**config.mk**
```make
export PLATFORM = sky130hd
export DESIGN_NAME = video_timing_gen_flat
export DESIGN_NICKNAME = d
export VERILOG_FILES = /design/src/rtl/vtg_pkg.sv /design/src/rtl/video_timing_gen_if.sv /design/src/rtl/vtg_axis_counter.sv /design/src/rtl/video_timing_gen.sv /design/src/flat_wrapper.sv
export SDC_FILE = /design/constraint.sdc
export NUM_CORES = 1
export LEC_CHECK = 0
export ABC_AREA = 1
export BUFFER_PORTS_ARGS = -buffer_cell sky130_fd_sc_hd__buf_2
export CAP_MARGIN = 15
export CORE_ASPECT_RATIO = 0.6
export CORE_MARGIN = 5
export CORE_UTILIZATION = 49
export DETAILED_ROUTE_END_ITERATION = 6
export PLACE_DENSITY = 0.74
export SLEW_MARGIN = 20
export SYNTH_ARGS = -nofsm -noshare
export SYNTH_HDL_FRONTEND = slang
export SYNTH_SLANG_ARGS = --single-unit
export TNS_END_PERCENT = 10
```
**constraint.sdc**
```tcl
create_clock -name clk_in -period 8.25 [get_ports clk_in]
set_input_delay 0.825 -clock clk_in [delete_from_list [all_inputs] [get_ports clk_in]]
set_output_delay 0.825 -clock clk_in [all_outputs]
set_load 0.01 [all_outputs]
```
**src/rtl/vtg_pkg.sv**
```systemverilog
// vtg_pkg: shared types, widths and config validity rule for the video timing generator.
package vtg_pkg;

    localparam int VTG_X_BITS = 13;
    localparam int VTG_Y_BITS = 13;

    typedef logic [VTG_X_BITS-1:0] x_t;
    typedef logic [VTG_Y_BITS-1:0] y_t;

    typedef enum logic [1:0] {ST_STOP, ST_RUN, ST_PEND} vtg_state_e;

    typedef struct packed {
        x_t   h_total;
        x_t   h_active;
        x_t   h_fp;
        x_t   h_sync;
        y_t   v_total;
        y_t   v_active;
        y_t   v_fp;
        y_t   v_sync;
        logic hs_pol;
        logic vs_pol;
    } vtg_cfg_t;

    // Two guard bits keep the porch sums exact for any field values.
    function automatic logic vtg_cfg_ok(input vtg_cfg_t c);
        logic [VTG_X_BITS+1:0] h_sum;
        logic [VTG_Y_BITS+1:0] v_sum;
        h_sum = {2'b00, c.h_active} + {2'b00, c.h_fp} + {2'b00, c.h_sync};
        v_sum = {2'b00, c.v_active} + {2'b00, c.v_fp} + {2'b00, c.v_sync};
        return c.h_total > x_t'(1) && c.v_total > y_t'(1) &&
               c.h_active != '0 && c.v_active != '0 &&
               c.h_sync != '0 && c.v_sync != '0 &&
               h_sum <= {2'b00, c.h_total} && v_sum <= {2'b00, c.v_total};
    endfunction

endpackage

```
**src/rtl/video_timing_gen_if.sv**
```systemverilog
// video_timing_gen_if: config inputs and raster outputs of the timing generator.
interface video_timing_gen_if #(
    parameter int X_BITS = vtg_pkg::VTG_X_BITS,
    parameter int Y_BITS = vtg_pkg::VTG_Y_BITS
);
    logic [X_BITS-1:0] cfg_h_total, cfg_h_active, cfg_h_fp, cfg_h_sync;
    logic [Y_BITS-1:0] cfg_v_total, cfg_v_active, cfg_v_fp, cfg_v_sync;
    logic              cfg_hs_pol, cfg_vs_pol, cfg_load, cfg_pending, cfg_err;
    logic [X_BITS-1:0] x, total_active_pix;
    logic [Y_BITS-1:0] y, total_active_lines;
    logic              hn_out, vn_out, den_out, frame_start;

    modport master (
        input  cfg_h_total, cfg_h_active, cfg_h_fp, cfg_h_sync,
        input  cfg_v_total, cfg_v_active, cfg_v_fp, cfg_v_sync,
        input  cfg_hs_pol, cfg_vs_pol, cfg_load,
        output cfg_pending, cfg_err, x, y, hn_out, vn_out, den_out, frame_start,
        output total_active_pix, total_active_lines
    );

    modport slave (
        output cfg_h_total, cfg_h_active, cfg_h_fp, cfg_h_sync,
        output cfg_v_total, cfg_v_active, cfg_v_fp, cfg_v_sync,
        output cfg_hs_pol, cfg_vs_pol, cfg_load,
        input  cfg_pending, cfg_err, x, y, hn_out, vn_out, den_out, frame_start,
        input  total_active_pix, total_active_lines
    );
endinterface

```
**src/rtl/vtg_axis_counter.sv**
```systemverilog
// vtg_axis_counter: one raster axis; wraps against the running total and reports
// active/sync qualifiers for the count it will hold after this clock.
module vtg_axis_counter #(
    parameter int W = 13
) (
    input  logic         clk_in,
    input  logic         reset_n,
    input  logic         clr_i,
    input  logic         step_i,
    input  logic [W-1:0] total_i,
    input  logic [W-1:0] active_i,
    input  logic [W-1:0] fp_i,
    input  logic [W-1:0] sync_i,
    output logic [W-1:0] count_o,
    output logic         wrap_o,
    output logic         active_o,
    output logic         sync_o
);
    logic [W-1:0] count_q, count_d;
    logic [W+1:0] count_x, sync_lo, sync_hi;

    assign wrap_o  = count_q == total_i - 1'b1;
    assign count_o = count_q;

    // active/fp/sync describe the geometry in effect next cycle, so a freshly
    // applied mode gets correct qualifiers on its very first pixel.
    always_comb begin
        count_d  = clr_i ? '0 : step_i ? (wrap_o ? '0 : count_q + 1'b1) : count_q;
        count_x  = {2'b00, count_d};
        sync_lo  = {2'b00, active_i} + {2'b00, fp_i};
        sync_hi  = sync_lo + {2'b00, sync_i};
        active_o = count_d < active_i;
        sync_o   = count_x >= sync_lo && count_x < sync_hi;
    end

    always_ff @(posedge clk_in or negedge reset_n) begin
        if (!reset_n) count_q <= '0;
        else          count_q <= count_d;
    end
endmodule

```
**src/rtl/video_timing_gen.sv**
```systemverilog
// video_timing_gen: programmable raster timing source with a frame-boundary
// shadow config so mode changes never tear a frame.
module video_timing_gen
    import vtg_pkg::*;
#(
    parameter int X_BITS = VTG_X_BITS,
    parameter int Y_BITS = VTG_Y_BITS
) (
    input logic                clk_in,
    input logic                reset_n,
    video_timing_gen_if.master vif
);
    vtg_state_e        state_q, state_d;
    vtg_cfg_t          cfg_in, cfg_q, cfg_d, shd_q, shd_d;
    logic [X_BITS-1:0] x_cnt;
    logic [Y_BITS-1:0] y_cnt;
    logic              h_wrap, v_wrap, h_act, v_act, h_sy, v_sy;
    logic              run_q, run_d, ld, apply, frame_end;
    logic              den_q, den_d, hn_q, hn_d, vn_q, vn_d, fs_q, fs_d, err_q, err_d;

    always_comb begin
        cfg_in = '{h_total: vif.cfg_h_total, h_active: vif.cfg_h_active,
                   h_fp: vif.cfg_h_fp, h_sync: vif.cfg_h_sync,
                   v_total: vif.cfg_v_total, v_active: vif.cfg_v_active,
                   v_fp: vif.cfg_v_fp, v_sync: vif.cfg_v_sync,
                   hs_pol: vif.cfg_hs_pol, vs_pol: vif.cfg_vs_pol};
        run_q     = state_q != ST_STOP;
        ld        = vif.cfg_load && vtg_cfg_ok(cfg_in);
        err_d     = vif.cfg_load && !vtg_cfg_ok(cfg_in);
        frame_end = run_q && h_wrap && v_wrap;
        apply     = (!run_q && ld) || (frame_end && (ld || state_q == ST_PEND));
        state_d   = apply ? ST_RUN : (run_q && ld) ? ST_PEND : state_q;
        cfg_d     = apply ? (ld ? cfg_in : shd_q) : cfg_q;
        shd_d     = ld ? cfg_in : shd_q;
        run_d     = state_d != ST_STOP;
        fs_d      = apply || frame_end;
    end

    // STOP is only reachable through reset, so holding the syncs keeps them at reset level.
    always_comb begin
        den_d = h_act && v_act;
        hn_d  = run_d ? h_sy == cfg_d.hs_pol : hn_q;
        vn_d  = run_d ? v_sy == cfg_d.vs_pol : vn_q;
    end

    vtg_axis_counter #(.W(X_BITS)) u_h (
        .clk_in  (clk_in),
        .reset_n (reset_n),
        .clr_i   (apply),
        .step_i  (run_q),
        .total_i (cfg_q.h_total),
        .active_i(cfg_d.h_active),
        .fp_i    (cfg_d.h_fp),
        .sync_i  (cfg_d.h_sync),
        .count_o (x_cnt),
        .wrap_o  (h_wrap),
        .active_o(h_act),
        .sync_o  (h_sy)
    );

    vtg_axis_counter #(.W(Y_BITS)) u_v (
        .clk_in  (clk_in),
        .reset_n (reset_n),
        .clr_i   (apply),
        .step_i  (run_q && h_wrap),
        .total_i (cfg_q.v_total),
        .active_i(cfg_d.v_active),
        .fp_i    (cfg_d.v_fp),
        .sync_i  (cfg_d.v_sync),
        .count_o (y_cnt),
        .wrap_o  (v_wrap),
        .active_o(v_act),
        .sync_o  (v_sy)
    );

    always_ff @(posedge clk_in or negedge reset_n) begin
        if (!reset_n) begin
            state_q <= ST_STOP;
            cfg_q   <= '0;
            shd_q   <= '0;
            den_q   <= 1'b0;
            hn_q    <= 1'b0;
            vn_q    <= 1'b0;
            fs_q    <= 1'b0;
            err_q   <= 1'b0;
        end else begin
            state_q <= state_d;
            cfg_q   <= cfg_d;
            shd_q   <= shd_d;
            den_q   <= den_d;
            hn_q    <= hn_d;
            vn_q    <= vn_d;
            fs_q    <= fs_d;
            err_q   <= err_d;
        end
    end

    assign vif.x                  = x_cnt;
    assign vif.y                  = y_cnt;
    assign vif.den_out            = den_q;
    assign vif.hn_out             = hn_q;
    assign vif.vn_out             = vn_q;
    assign vif.frame_start        = fs_q;
    assign vif.cfg_err            = err_q;
    assign vif.cfg_pending        = state_q == ST_PEND;
    assign vif.total_active_pix   = cfg_q.h_active;
    assign vif.total_active_lines = cfg_q.v_active;
endmodule
```
**src/flat_wrapper.sv**
```systemverilog
// flat-port wrapper written by rule: the top's interface ports become plain ports
module video_timing_gen_flat import vtg_pkg::*;
#(
    parameter int X_BITS = VTG_X_BITS,
    parameter int Y_BITS = VTG_Y_BITS
)
  (clk_in, reset_n, vif_cfg_h_total, vif_cfg_h_active, vif_cfg_h_fp, vif_cfg_h_sync, vif_cfg_v_total, vif_cfg_v_active, vif_cfg_v_fp, vif_cfg_v_sync, vif_cfg_hs_pol, vif_cfg_vs_pol, vif_cfg_load, vif_cfg_pending, vif_cfg_err, vif_x, vif_y, vif_hn_out, vif_vn_out, vif_den_out, vif_frame_start, vif_total_active_pix, vif_total_active_lines);
  video_timing_gen_if #(.X_BITS(X_BITS), .Y_BITS(Y_BITS)) vif_i ();
  input logic clk_in;
  input logic reset_n;
  input wire logic [$bits(vif_i.cfg_h_total)-1:0] vif_cfg_h_total;
  input wire logic [$bits(vif_i.cfg_h_active)-1:0] vif_cfg_h_active;
  input wire logic [$bits(vif_i.cfg_h_fp)-1:0] vif_cfg_h_fp;
  input wire logic [$bits(vif_i.cfg_h_sync)-1:0] vif_cfg_h_sync;
  input wire logic [$bits(vif_i.cfg_v_total)-1:0] vif_cfg_v_total;
  input wire logic [$bits(vif_i.cfg_v_active)-1:0] vif_cfg_v_active;
  input wire logic [$bits(vif_i.cfg_v_fp)-1:0] vif_cfg_v_fp;
  input wire logic [$bits(vif_i.cfg_v_sync)-1:0] vif_cfg_v_sync;
  input wire logic [$bits(vif_i.cfg_hs_pol)-1:0] vif_cfg_hs_pol;
  input wire logic [$bits(vif_i.cfg_vs_pol)-1:0] vif_cfg_vs_pol;
  input wire logic [$bits(vif_i.cfg_load)-1:0] vif_cfg_load;
  output wire logic [$bits(vif_i.cfg_pending)-1:0] vif_cfg_pending;
  output wire logic [$bits(vif_i.cfg_err)-1:0] vif_cfg_err;
  output wire logic [$bits(vif_i.x)-1:0] vif_x;
  output wire logic [$bits(vif_i.y)-1:0] vif_y;
  output wire logic [$bits(vif_i.hn_out)-1:0] vif_hn_out;
  output wire logic [$bits(vif_i.vn_out)-1:0] vif_vn_out;
  output wire logic [$bits(vif_i.den_out)-1:0] vif_den_out;
  output wire logic [$bits(vif_i.frame_start)-1:0] vif_frame_start;
  output wire logic [$bits(vif_i.total_active_pix)-1:0] vif_total_active_pix;
  output wire logic [$bits(vif_i.total_active_lines)-1:0] vif_total_active_lines;
  assign vif_i.cfg_h_total = vif_cfg_h_total;
  assign vif_i.cfg_h_active = vif_cfg_h_active;
  assign vif_i.cfg_h_fp = vif_cfg_h_fp;
  assign vif_i.cfg_h_sync = vif_cfg_h_sync;
  assign vif_i.cfg_v_total = vif_cfg_v_total;
  assign vif_i.cfg_v_active = vif_cfg_v_active;
  assign vif_i.cfg_v_fp = vif_cfg_v_fp;
  assign vif_i.cfg_v_sync = vif_cfg_v_sync;
  assign vif_i.cfg_hs_pol = vif_cfg_hs_pol;
  assign vif_i.cfg_vs_pol = vif_cfg_vs_pol;
  assign vif_i.cfg_load = vif_cfg_load;
  assign vif_cfg_pending = vif_i.cfg_pending;
  assign vif_cfg_err = vif_i.cfg_err;
  assign vif_x = vif_i.x;
  assign vif_y = vif_i.y;
  assign vif_hn_out = vif_i.hn_out;
  assign vif_vn_out = vif_i.vn_out;
  assign vif_den_out = vif_i.den_out;
  assign vif_frame_start = vif_i.frame_start;
  assign vif_total_active_pix = vif_i.total_active_pix;
  assign vif_total_active_lines = vif_i.total_active_lines;
  video_timing_gen #(.X_BITS(X_BITS), .Y_BITS(Y_BITS)) u_core (.clk_in(clk_in), .reset_n(reset_n), .vif(vif_i));
endmodule
```
=== Word-level counts from Yosys, hierarchy flattened ===
Cells that the tools add are included.

* Logic and storage cells: 93
* Bits of input ports: 109
* Register bits: 245
* Output and inout port bits: 58

* Reductions and logical operators: 28
* Order comparisons: 10
* Add/sub/neg operators: 12
* Eq/ne operators: 5
* Muxes and demuxes: 10

{| class="wikitable"
|+ Operators by type and width
! cell !! number
|-
| 106-bit two-way mux || 1
|-
| 93-bit two-way mux || 1
|-
| 13-bit two-way mux || 6
|-
| 13-bit by 13-bit adder with 14-bit output || 4
|-
| 13-bit nonzero test || 4
|-
| 14-bit by 13-bit adder with 15-bit output || 2
|-
| 15-bit by 13-bit adder with 15-bit output || 2
|-
| 15-bit by 13-bit <= comparator with 1-bit output || 2
|-
| 13-bit by 15-bit < comparator with 1-bit output || 2
|-
| 13-bit by 14-bit >= comparator with 1-bit output || 2
|-
| 13-bit by 1-bit adder with 13-bit output (second input constant) || 2
|-
| 13-bit == test || 2
|-
| 13-bit by 1-bit greater-than comparator with 1-bit output (second input constant) || 2
|-
| 13-bit < comparator || 2
|-
| 13-bit by 1-bit subtractor with 13-bit output (second input constant) || 2
|-
| 1-bit logical AND || 17
|-
| 2-bit two-way mux || 2
|-
| 2-bit nonzero test || 2
|-
| 1-bit logical OR || 3
|-
| 1-bit == test || 2
|-
| 2-bit == test (second input constant) || 1
|-
| 1-bit zero test || 2
|}

=== Longest topological paths before layout ===
* Word-level depth: 18
* Gate-level depth with buffers: 68
* Gate-level depth less buffers: 67

=== Modules after synthesis ===
From an unflattened synthesis, not the netlist that was laid out.

* Cells, all modules: 2,337
* Area, all modules: 17,874.6 um^2

{| class="wikitable"
|+ By module, submodules not included
! module !! area an instance (um^2) !! times used !! cells an instance !! seq. area each (um^2)
|-
| video_timing_gen || 11,160.7 || 1 || 1,300 || 5,480.3
|-
| vtg_axis_counter at u_core.u_v || 3,372.0 || 1 || 524 || 325.3
|-
| vtg_axis_counter at u_core.u_h || 3,342.0 || 1 || 513 || 325.3
|}

=== Least setup slack after synthesis ===
No wires, ideal clock.

* Path kind: input-to-reg
* Start: input port vif_cfg_v_fp[0]
* End: register u_core.hn_q (netlist: u_core.vif.hn_out)
* Stages on the path: 61
* Library setup time: 0.117 ns
* Setup slack: -1.072 ns
* Buffers on the path: 2
* Arrival: 9.205 ns
* Data required time: 8.133 ns
* Path through: ha_1 inv_1 fa_1 o31ai_1 a21o_1 a21oi_1 o21ai_0 a21oi_1 o21ai_0 xor2_1 inv_1 ha_1 nand2_1 nor2_1 nand4_1 nand3_1 xor2_1 inv_1 [25 not listed] ha_1 nand2_1 nand2_1 a21o_1 nand2_1 inv_1 o21ai_0 nand2_1 xnor2_1 ha_1 nand2_1 inv_1 o21ai_0 nand2_1 nor2_1 nand3_1 nand3_1 nand2_1

{| class="wikitable"
|+ RTL lines
! item !! line !! text
|-
| start, declared || flat_wrapper.sv:17 || <nowiki>input wire logic [$bits(vif_i.cfg_v_fp)-1:0] vif_cfg_v_fp;</nowiki>
|-
| end signal, assigned || video_timing_gen.sv:91 || <nowiki>hn_q <= hn_d;</nowiki>
|-
| end, declared || video_timing_gen.sv:19 || <nowiki>logic den_q, den_d, hn_q, hn_d, vn_q, vn_d, fs_q, fs_d, err_q, err_d;</nowiki>
|}

==> impl_metrics.py <==
metrics = {
    "cts": {
        "clock_sinks": 245,
        "clk_pin_slew_ns": 0.06,
        "cts_buffers": 25,
        "cts_tree": "done",
        "clk-insertion-delay-late_ns": 0.56,
        "cts_htree_levels": 1,
        "cts_buffer_depth": 3,
        "root_buffer": "clkbuf_16",
    },
    "yosys": {
        "syn_avg_cell_area_um2": 7.67,
        "syn_area_um2": 17700,
        "synth_ff_type": "dfrtp_1",
        "synthTopCellsByCount": "nand2_1, inv_1, dfrtp_1",
        "synth_area_leaders": "dfrtp_1, ha_1, nand2_1",
        "yosysMostFrequentCell": "nand2_1",
        "ys_ff_latch": 245,
        "synth_top_area_share_pct": 34.7,
        "synth_edf_count": 0,
        "ys_types": 47,
        "yosysSeqAreaShare_pct": 34.7,
        "async_flop_share_pct": 100,
        "syn_inst": 2304,
        "syn_nets": 2631,
        "yosys.area.top_type": "dfrtp_1",
        "yosys_warnings": 0,
    },
    "floorplan": {
        "core_area_um2": 35300,
        "die_area_um2": 40100,
        "io_pins": 167,
        "fp.dieW_um": 255,
        "die_h_um": 157,
        "start_util_pct": 50.1,
        "rows": 53,
    },
    "routing": {
        "drcViolationCount": 0,
        "num_vias": 17900,
        "drt_wl_total_mm": 61.3,
        "firstDrtPassIters": 6,
        "antenna_left": 0,
        "drtIter0Drc": 1657,
        "wl_per_cell_um": 18.4,
        "vias_per_cell": 5.39,
    },
    "hold_path": {
        "hp-class": "input port to async pin",
    },
    "cells_and_area": {
        "syn_to_final_growth_pct": 32.5,
        "nets": 3165,
        "final_area_um2": 23400,
        "nFillCells": 2781,
        "drive_above_1_share_pct": 26.9,
    },
    "pwr": {
        "peakVddDrop_v": 0.000154,
        "intPower_uw": 3750,
        "powerDensity_nw_per_um2": 270,
        "switching_share_pct": 40.6,
        "leakage_uw": 0.0129,
        "p_comb_share_pct": 53.3,
        "design_power_total_uw": 6320,
        "sequentialPowerShare_pct": 26.6,
        "clock_power_share_pct": 20.1,
        "p_switching_uw": 2570,
    },
    "global_route": {
        "antenna_found_initial": 8,
        "globalRouteOverflowTotal": 0,
        "grtUsageTotal_pct": 30.1,
        "grt_max_degree": 102,
        "grt_pass1_wl_mm": 95.3,
        "grt_pass1_vias": 17800,
    },
    "place": {
        "hpwl_mm": 48.6,
        "place_congestion": 1.01,
        "place_area_um2": 21800,
        "io_buffers": 166,
    },
    "worst_setup_path": {
        "crit_path_start_kind": "input port",
        "slowest_stage": "fa_2",
        "path_common_cell": "nand2_1",
        "cp-end-kind": "flop",
        "r2r_slack_ns": 1.37,
        "criticalPathCategory": "input port to flop",
        "cp_max_fo": 3,
        "crit_required_ns": 8.67,
        "crit_arrival_ns": 9.51,
        "critPathMaxStageDelay_ns": 0.38,
    },
    "timing": {
        "period_share_pct": 110,
        "skew_ns": 0.0252,
        "slew_headroom_pct": 34.7,
        "setup_ws_ns": -0.838,
        "hold_ws_ns": 0.288,
        "hold_viol_final": 0,
        "worst_slew_pin_slew_ns": 0.979,
        "fin_crit_ns": 9.09,
        "clock.fmax_mhz": 110,
        "drv_slew": 0,
        "finalSetupViolCount": 2,
        "grt_setup_unrepaired": "yes",
    },
    "status": {
        "outcome": "complete, but fails checks",
        "violations": "setup timing",
    },
    "run": {
        "maxCapViolations": 0,
    },
}
[per-stage QoR]
stage	cells	utilization (%)	setup WS, ns	setup TNS [ns]
floorplan	2304	-	-0.444	-0.797
global placement	3253	61.7	-1.16	-2.20
detailed placement	3253	61.7	-1.63	-2.94
CTS	3320	66.0	-0.281	-0.535
global route	3326	66.4	-1.23	-2.43
finish	3328	66.4	-0.838	-1.46
[area by class of cell]
type	count	area [µm²]	share of cell area (%)
sequential	245	6130	26.2
tap	467	584	2.49
antenna	6	15.0	0.0641
clock inverter	10	183	0.780
timing repair buffer	582	4050	17.3
clock buffer	34	709	3.03
multi-input combinational	1692	10700	45.5
inverter	292	1100	4.69
[layout by cell type (no fill, tap or decap), types with 5 or more instances in the layout]
cell type | Yosys | final
o21bai_1 | 11 | 10
a21o_1 | 12 | 12
nor2_2 | 6 | 13
inv_1 | 283 | 277
nor3_1 | 28 | 27
buf_12 | 0 | 6
or2_2 | 7 | 7
nor2_1 | 155 | 144
o21a_1 | 6 | 6
a21oi_1 | 112 | 96
xnor2_1 | 43 | 41
nand3_1 | 59 | 56
ha_4 | 0 | 18
a21oi_2 | 1 | 16
a211oi_1 | 11 | 8
xor2_1 | 86 | 80
nand3_2 | 5 | 7
o21ai_1 | 7 | 14
dfrtp_1 | 245 | 245
a31oi_2 | 0 | 5
a31oi_1 | 57 | 51
nand2_2 | 6 | 18
buf_4 | 28 | 408
buf_2 | 28 | 164
nor2_4 | 2 | 6
clkbuf_16 | 0 | 25
clkbuf_8 | 0 | 5
nand2_1 | 672 | 659
nor3b_1 | 8 | 7
nand4_1 | 31 | 31
diode_2 | 0 | 6
ha_1 | 210 | 191
o21ai_0 | 101 | 83
xor2_2 | 1 | 6
bufinv_16 | 0 | 5
o211ai_1 | 7 | 7
nor4_1 | 18 | 18
o21ai_2 | 0 | 10
inv_2 | 9 | 14
[final timing paths]
check,startpoint,to,cells after the start
min reg2reg,u_core.shd_q[62],u_core.shd_q[62],2
min in group clk_in,u_core.shd_q[62],u_core.shd_q[62],2
max reg2reg,u_core.cfg_q[93],u_core.vif.hn_out,48
min,reset_n,u_core.shd_q[97],1
max,vif_cfg_h_fp[0],u_core.vif.hn_out,68
max in group asynchronous,reset_n,u_core.shd_q[71],2
[state kept, by name (all words and copies together), names as in the netlist]
| signal | cells |
|---|---|
| u_core.cfg_q | 80 |
| u_core.state_q | 2 |
| u_core.vif.total_active_pix | 13 |
| u_core.vif.den_out | 1 |
| u_core.vif.vn_out | 1 |
| u_core.vif.frame_start | 1 |
| u_core.vif.cfg_err | 1 |
| u_core.shd_q | 106 |
| u_core.vif.total_active_lines | 13 |
| u_core.u_v.count_o | 13 |
| u_core.vif.hn_out | 1 |
| u_core.u_h.count_o | 13 |
[cell families (layout without fill, tap and decap cells)]
logic type	after synthesis	count (layout)	synth area share (%)
adder cells (fa/ha/maj)	218	218	15.8
flip-flops	245	245	34.7
buffers and inverters	367	918	8.63
other	0	6	0
XOR/XNOR	130	130	6.48
AO/OA/AOI/OAI	333	333	10.7
AND/OR/NAND/NOR	1011	1011	23.8
[worst max-delay path, delay by kind of cell]
family | cells | cell delay (ns)
adders and majority gates | 7 | 1.97
xor gates and xnor gates | 3 | 0.49
AOI/OAI and AO/OA | 15 | 2.07
and+or+nand+nor | 32 | 3.05
buffers and inverters | 11 | 1.01
[power by group through the flow]
stage,Clock (µW),Sequential [µW],Combinational (µW)
detailed placement,0,1690,3050
CTS,1280,1670,3240
floorplan,0,1650,1790
global route,1330,1700,3700
finish,1270,1680,3370
global placement,0,1680,2930
[layer usage]
layer | GRT usage [%] | vias up | share of wire (%) | wire [µm]
li1 | - | 8551 | - | -
met1 | 42.8 | 8440 | 44 | 26700
met2 | 43.7 | 810 | 41 | 25200
met3 | 10.7 | 134 | 12 | 7470
met4 | 8.54 | 6 | 3.1 | 1880
met5 | 0 | - | 0.069 | 42
[timing repair]
| action | in CTS | in global routing |
|---|---|---|
| setup endpoints to repair | 2 | 2 |
| hold buffers | 0 | 0 |
| setup buffers | 24 | 2 |
| resized for setup | 97 | 25 |
| pin swaps | 61 | 23 |
Note: power is estimated with default switching activity, not from simulation.
